## src/rtl/lsu_mem_ctrl.sv

```systemverilog
// Load/store unit: one request per handshake, a held mem strobe for ACCESS_CYCLES
// cycles, then an extended-load / misalign response held until WBU accepts it.
module lsu_mem_ctrl #(
  parameter int ACCESS_CYCLES = 1
) (
  input  logic        clk,
  input  logic        rst_n,
  input  logic        req_valid,
  output logic        req_ready,
  input  logic        req_wen,
  input  logic [63:0] req_addr,
  input  logic [63:0] req_wdata,
  input  logic [1:0]  req_size,
  input  logic        req_unsigned,
  output logic        resp_valid,
  input  logic        resp_ready,
  output logic [63:0] resp_rdata,
  output logic        resp_misalign,
  output logic [63:0] mem_raddr,
  output logic        mem_read,
  input  logic [63:0] mem_rdata,
  output logic [63:0] mem_waddr,
  output logic [63:0] mem_wdata,
  output logic [7:0]  mem_wmask,
  output logic        mem_write
);
  typedef enum logic [1:0] {IDLE, ACCESS, RESP} state_t;

  localparam logic [3:0] LAST = 4'(ACCESS_CYCLES - 1);

  state_t      state;
  logic [3:0]  cnt;
  logic [2:0]  off;
  logic [1:0]  size;
  logic        uns;
  logic        wen;
  logic        accept;
  logic        misalign;
  logic [7:0]  base;
  logic [63:0] sh;
  logic [63:0] ext;

  assign accept = req_valid & req_ready;

  always_comb begin
    misalign = 1'b0;
    base     = 8'h01;
    case (req_size)
      2'd0: begin misalign = 1'b0;              base = 8'h01; end
      2'd1: begin misalign = req_addr[0];       base = 8'h03; end
      2'd2: begin misalign = |req_addr[1:0];    base = 8'h0F; end
      default: begin misalign = |req_addr[2:0]; base = 8'hFF; end
    endcase
  end

  // Load extraction works off the registered offset/size so it only depends on mem_rdata.
  always_comb begin
    sh  = mem_rdata >> {off, 3'b000};
    ext = sh;
    case (size)
      2'd0: ext = uns ? {56'd0, sh[7:0]}  : {{56{sh[7]}},  sh[7:0]};
      2'd1: ext = uns ? {48'd0, sh[15:0]} : {{48{sh[15]}}, sh[15:0]};
      2'd2: ext = uns ? {32'd0, sh[31:0]} : {{32{sh[31]}}, sh[31:0]};
      default: ext = sh;
    endcase
  end

  always_ff @(posedge clk or negedge rst_n) begin
    if (!rst_n) begin
      state         <= IDLE;
      cnt           <= '0;
      off           <= '0;
      size          <= '0;
      uns           <= 1'b0;
      wen           <= 1'b0;
      req_ready     <= 1'b1;
      resp_valid    <= 1'b0;
      resp_rdata    <= '0;
      resp_misalign <= 1'b0;
      mem_raddr     <= '0;
      mem_read      <= 1'b0;
      mem_waddr     <= '0;
      mem_wdata     <= '0;
      mem_wmask     <= '0;
      mem_write     <= 1'b0;
    end else begin
      case (state)
        IDLE: if (accept) begin
          req_ready  <= 1'b0;
          off        <= req_addr[2:0];
          size       <= req_size;
          uns        <= req_unsigned;
          wen        <= req_wen;
          cnt        <= '0;
          resp_rdata <= '0;
          if (misalign) begin
            // No memory access for misaligned requests; straight to the response.
            resp_misalign <= 1'b1;
            resp_valid    <= 1'b1;
            state         <= RESP;
          end else begin
            resp_misalign <= 1'b0;
            mem_read      <= ~req_wen;
            mem_write     <= req_wen;
            state         <= ACCESS;
            if (req_wen) begin
              mem_waddr <= {req_addr[63:3], 3'b000};
              mem_wdata <= req_wdata << {req_addr[2:0], 3'b000};
              mem_wmask <= base << req_addr[2:0];
            end else begin
              mem_raddr <= {req_addr[63:3], 3'b000};
            end
          end
        end
        ACCESS: begin
          if (cnt == LAST) begin
            mem_read   <= 1'b0;
            mem_write  <= 1'b0;
            resp_valid <= 1'b1;
            resp_rdata <= wen ? 64'd0 : ext;
            state      <= RESP;
          end else begin
            cnt <= cnt + 4'd1;
          end
        end
        RESP: if (resp_ready) begin
          resp_valid    <= 1'b0;
          resp_misalign <= 1'b0;
          req_ready     <= 1'b1;
          state         <= IDLE;
        end
        default: state <= IDLE;
      endcase
    end
  end
endmodule

```

## config.mk

```make
export PLATFORM = sky130hd
export DESIGN_NAME = lsu_mem_ctrl
export DESIGN_NICKNAME = d
export VERILOG_FILES = /design/src/rtl/lsu_mem_ctrl.sv
export SDC_FILE = /design/constraint.sdc
export NUM_CORES = 1
export LEC_CHECK = 0
export BUFFER_PORTS_ARGS = -buffer_cell sky130_fd_sc_hd__buf_2
export CAP_MARGIN = 30
export CORE_MARGIN = 4
export CORE_UTILIZATION = 30
export DETAILED_ROUTE_END_ITERATION = 12
export GPL_TIMING_DRIVEN = 0
export PLACE_DENSITY = 0.51
export SLEW_MARGIN = 30
export SYNTH_ARGS = -nofsm -noshare
export SYNTH_HDL_FRONTEND = slang
export SYNTH_SLANG_ARGS = --single-unit
```

## constraint.sdc

```tcl
create_clock -name clk -period 3.2 [get_ports clk]
set_input_delay 0.16 -clock clk [delete_from_list [all_inputs] [get_ports clk]]
set_output_delay 0.16 -clock clk [all_outputs]
set_load 0.05 [all_outputs]
```

* Word-level counts from Yosys, hierarchy flattened
Cells that the tools add are included.
Storage, ports and cells: word-level logic and storage cells 89, output and inout port bits 269, flip-flop bits (word level) 276, input bits 200
Cells by class: multiplexer cells 36, reduce and logical (&&, ||, !) cells 18, equality and inequality tests 12, shifts and indexed selects 3, bitwise logic cells 3, $add $sub $neg 1
Operators by type and width (count):
- 64-bit two-way mux | 6
- 64-bit one-hot mux with 3 select lines | 1
- 64-bit one-hot mux with 2 select lines | 1
- 64-bit by 6-bit left shift with 64-bit output | 1
- 64-bit by 6-bit >> shifter with 64-bit output | 1
- 8-bit one-hot mux with 3 select lines | 1
- 1-bit two-way mux | 13
- 2-bit inequality test (second input constant) | 6
- 3-bit AND reduction | 4
- 4-bit AND reduction | 3
- 2-bit two-way mux | 4
- 4-bit two-way mux | 2
- 1-bit one-hot mux with 2 select lines | 4
- 4-bit one-hot mux with 2 select lines | 1
- 8-bit by 3-bit left shift with 8-bit output | 1
- 2-bit by 1-bit equality test with 1-bit output (second input constant) | 3
- 2-bit equality test (second input constant) | 3
- 2-bit zero test | 3
- 1-bit one-hot mux with 3 select lines | 2
- 2-bit one-hot mux with 3 select lines | 1
- 5-bit AND reduction | 1
- 4-bit by 1-bit adder with 4-bit output (second input constant) | 1
- 4-bit zero test | 1
- 2-bit nonzero test | 2
- 6 further kinds | 7

* Depth between registers and ports, before layout
word-level depth 6, depth in mapped cells 9, mapped depth without buffers 7

* Least setup slack after synthesis
No wires, ideal clock.
path type register to register, start register req_ready, end register mem_raddr[55], clock period less this slack 2.281 ns, path slack 0.919 ns, arrival 2.156 ns, library setup time 0.125 ns, cell stages (with the launch flop) 7, required time 3.075 ns, path buffers 1, cell sequence dfstp_2 nand2_1 nor3_1 nand2_1 nor2_2 buf_2 mux2_2
Between the ends: longest elaborated chain between the ends 2
RTL lines:
- from (decl) | RTL line 9 | output logic req_ready,
- from (signal assigned) | RTL line 76 | req_ready <= 1'b1;
- from (signal assigned) | RTL line 89 | req_ready <= 1'b0;
- from (signal assigned) | RTL line 129 | req_ready <= 1'b1;
- 1-bit AND | RTL line 43 | assign accept = req_valid & req_ready;
- 4-bit AND reduction (no source line)
- to (signal assigned) | RTL line 111 | mem_raddr <= {req_addr[63:3], 3'b000};
- to (decl) | RTL line 19 | output logic [63:0] mem_raddr,
Every way passes these cells. A chain may end at the register's enable or synchronous reset.

* Final worst setup path
start register req_ready, end register mem_wdata[61]
Between the ends: longest elaborated chain between the ends 2
RTL lines:
- 1-bit AND | RTL line 43
- 4-bit AND reduction (no source line)
- to (signal assigned) | RTL line 108 | mem_wdata <= req_wdata << {req_addr[2:0], 3'b000};
- to (decl) | RTL line 23 | output logic [63:0] mem_wdata,
Every way passes these cells.

==> impl_metrics.toml <==
[logic_synthesis]
ys_seq_area_frac = 0.496
synthDistinctLibCells = 59
synth_flop_cell = "dfrtp_1"
synth_area_um2 = 13900
synth_area_leaders = "dfrtp_1, mux2_2, mux2i_1"
ys_ff_latch = 276
synth_area_per_cell_um2 = 10.8
yosysTopAreaCellShare = 0.494
async_reset_ff_frac = 1.00
synth_edf_count = 0
synth_top_area_cell = "dfrtp_1"
ys_warn_count = 0
synthCells = 1294

[place]
io_buffer_count = 460
placed_cells = 2362
globalplace.congestion = 0.968
placed_area_um2 = 17100
hpwl_mm = 45.4

[clock_network]
cts_tree = "yes"
root_buffer = "clkbuf_16"
cts_buffer_depth = 3
htree_levels = 1
postCtsSetupRepairBufs = 0
cts_hold_buf = 78
clock_latency_ps = 570
clk_pin_slew_worst_paths_ps = 60
clock-sinks = 276
cts_buffers = 31
cts.repair.resized = 0

[worst_setup_path]
cp_max_fo = 10
critPathLaunchType = "flop"
cp-end-kind = "flop"
arrival_ps = 3270
reg2reg_depth = 8
required_ps = 3630
path_class = "flop to flop"

[min_path]
worstHoldPathCells = 3
holdCritPathClass = "primary input to flop"

[timing]
finalCriticalPeriod_ps = 2840
drv_slew = 0
worst_slew_pin_slew_ps = 902
relSlewSlack = 0.398
fin_skew_ps = 11.5
fin_crit_sh = 0.889
rsz0062_at_grt = "no"
finalHoldViolCount = 0
finalSetupViolCount = 0
fmax_mhz = 352

[pwr]
power.total_mw = 16.0
max-vdd-ir-drop_mv = 0.591
cellPowerDensity_nw_per_um2 = 842
leakage_nw = 9.68

[route]
viasPerCell = 5.12
wl_mm = 57.8
ant_nets = 0
drtIter0Drc = 785
vias = 12800
wire_per_inst_um = 23.2
first_pass_iters = 5
drc_errors = 0

[die]
die-area_um2 = 49900
core_area_um2 = 45700
die_h_um = 223
row_count = 78
start_util = 0.305
ios = 469
die_w_um = 223

[layout]
antenna_cells = 0
design_area_um2 = 19000
final_cells = 2493
area_growth_pct = 36.6
nFillCells = 4558
seq_area_um2 = 6910
final_common_cell = "buf_2"
drive_gt1_frac = 0.397
final_net_count = 2075
mostFrequentLayoutCells = "buf_2, dfrtp_1, nand2_1"
multiInputGateArea_um2 = 6510

[global_routing]
antenna_found_initial = 3
grt_usage = 0.222
grt_pass1_wl_mm = 85.6
globalRoute.totalOverflow = 0
grt_max_degree = 81
grt_pass1_vias = 13200

[job]
drv_cap = 0

[run_status]
outcome = "finished clean"
[per-stage QoR]
stage	util	setup WS, ps	setup TNS, ps	hold WS, ps
5_1_grt	0.417	98.5	0	29.3
4_1_cts	0.417	235	0	7.54
2_1_floorplan	-	919	0	-136
6_report	0.417	357	0	46.9
3_3_place_gp	0.372	-3320	-897580	348
3_5_place_dp	0.374	243	0	85.4
[kinds of logic (layout without fill, tap and decap cells)]
family	after synthesis	in the layout	synth area share
other	1	6	0.000269
buffers and inverters	119	713	0.0380
adders and majority gates	2	2	0.00180
xor gates and xnor gates	2	2	0.00126
muxes	267	267	0.225
AOI/OAI and AO/OA	332	332	0.149
and+or+nand+nor	295	295	0.0881
DFF	276	276	0.496
[state kept, by name, summed over array words and instances (netlist names), 2 cells and up]
name	flops
cnt	4
mem_raddr	61
mem_waddr	61
size	2
mem_wmask	8
off	3
resp_rdata	64
mem_wdata	64
state	2
[synth_stat cells, drive strengths merged, types with 13 or more instances]
master  count
mux2      162
a211oi     16
clkbuf     61
buf        48
dfrtp     275
a22oi      15
a21oi      64
mux2i      84
o21ai     131
nand2     208
o211ai     13
o31ai      36
nor2       48
mux4       21
[power breakdown]
part           internal, mW  switching [mW]  leakage (nW)
logic                  2.04            5.25          5.32
clock network          2.55            1.46         0.564
registers              4.26           0.467          3.79
[layout make-up]
class	count	share of cell area
multi-input combinational	904	0.342
buffer	109	0.0258
clock inverter	9	0.0118
sequential	276	0.363
clock buffer	44	0.0486
inverter	10	0.00197
tap	600	0.0395
timing repair buffer	541	0.167
[layer usage]
layer | wire, µm | vias up | global-route usage
li1 | - | 5796 | -
met1 | 23900 | 6351 | 0.288
met2 | 27700 | 510 | 0.370
met3 | 4030 | 101 | 0.0507
met4 | 2050 | 6 | 0.0706
met5 | 41 | - | 0
[path summary, 6_finish.rpt]
check | slack, ps | start | end
setup / recovery | 360 | req_ready$_DFFE_PN1P_ | mem_wdata[61]$_DFFE_PN0P_
hold / removal | 50 | mem_rdata[56] | resp_rdata[56]$_DFFE_PN0P_
setup reg to reg | 360 | req_ready$_DFFE_PN1P_ | mem_wdata[61]$_DFFE_PN0P_
hold reg to reg | 470 | mem_wmask[7]$_DFFE_PN0P_ | mem_wmask[7]$_DFFE_PN0P_
max in group asynchronous | 1970 | rst_n | mem_waddr[4]$_DFFE_PN0P_
min in group asynchronous | 100 | rst_n | off[0]$_DFFE_PN0P_
[worst max-delay path, stage by stage, from the launching register on]
cell,delay (ps)
dfstp_2,550
nand2_1,80
nor3_1,610
nand3_1,330
buf_2,320
buf_2,240
clkbuf_1,320
nand2_1,150
o21ai_0,90
No activity file was read; power rests on OpenSTA's default activity.
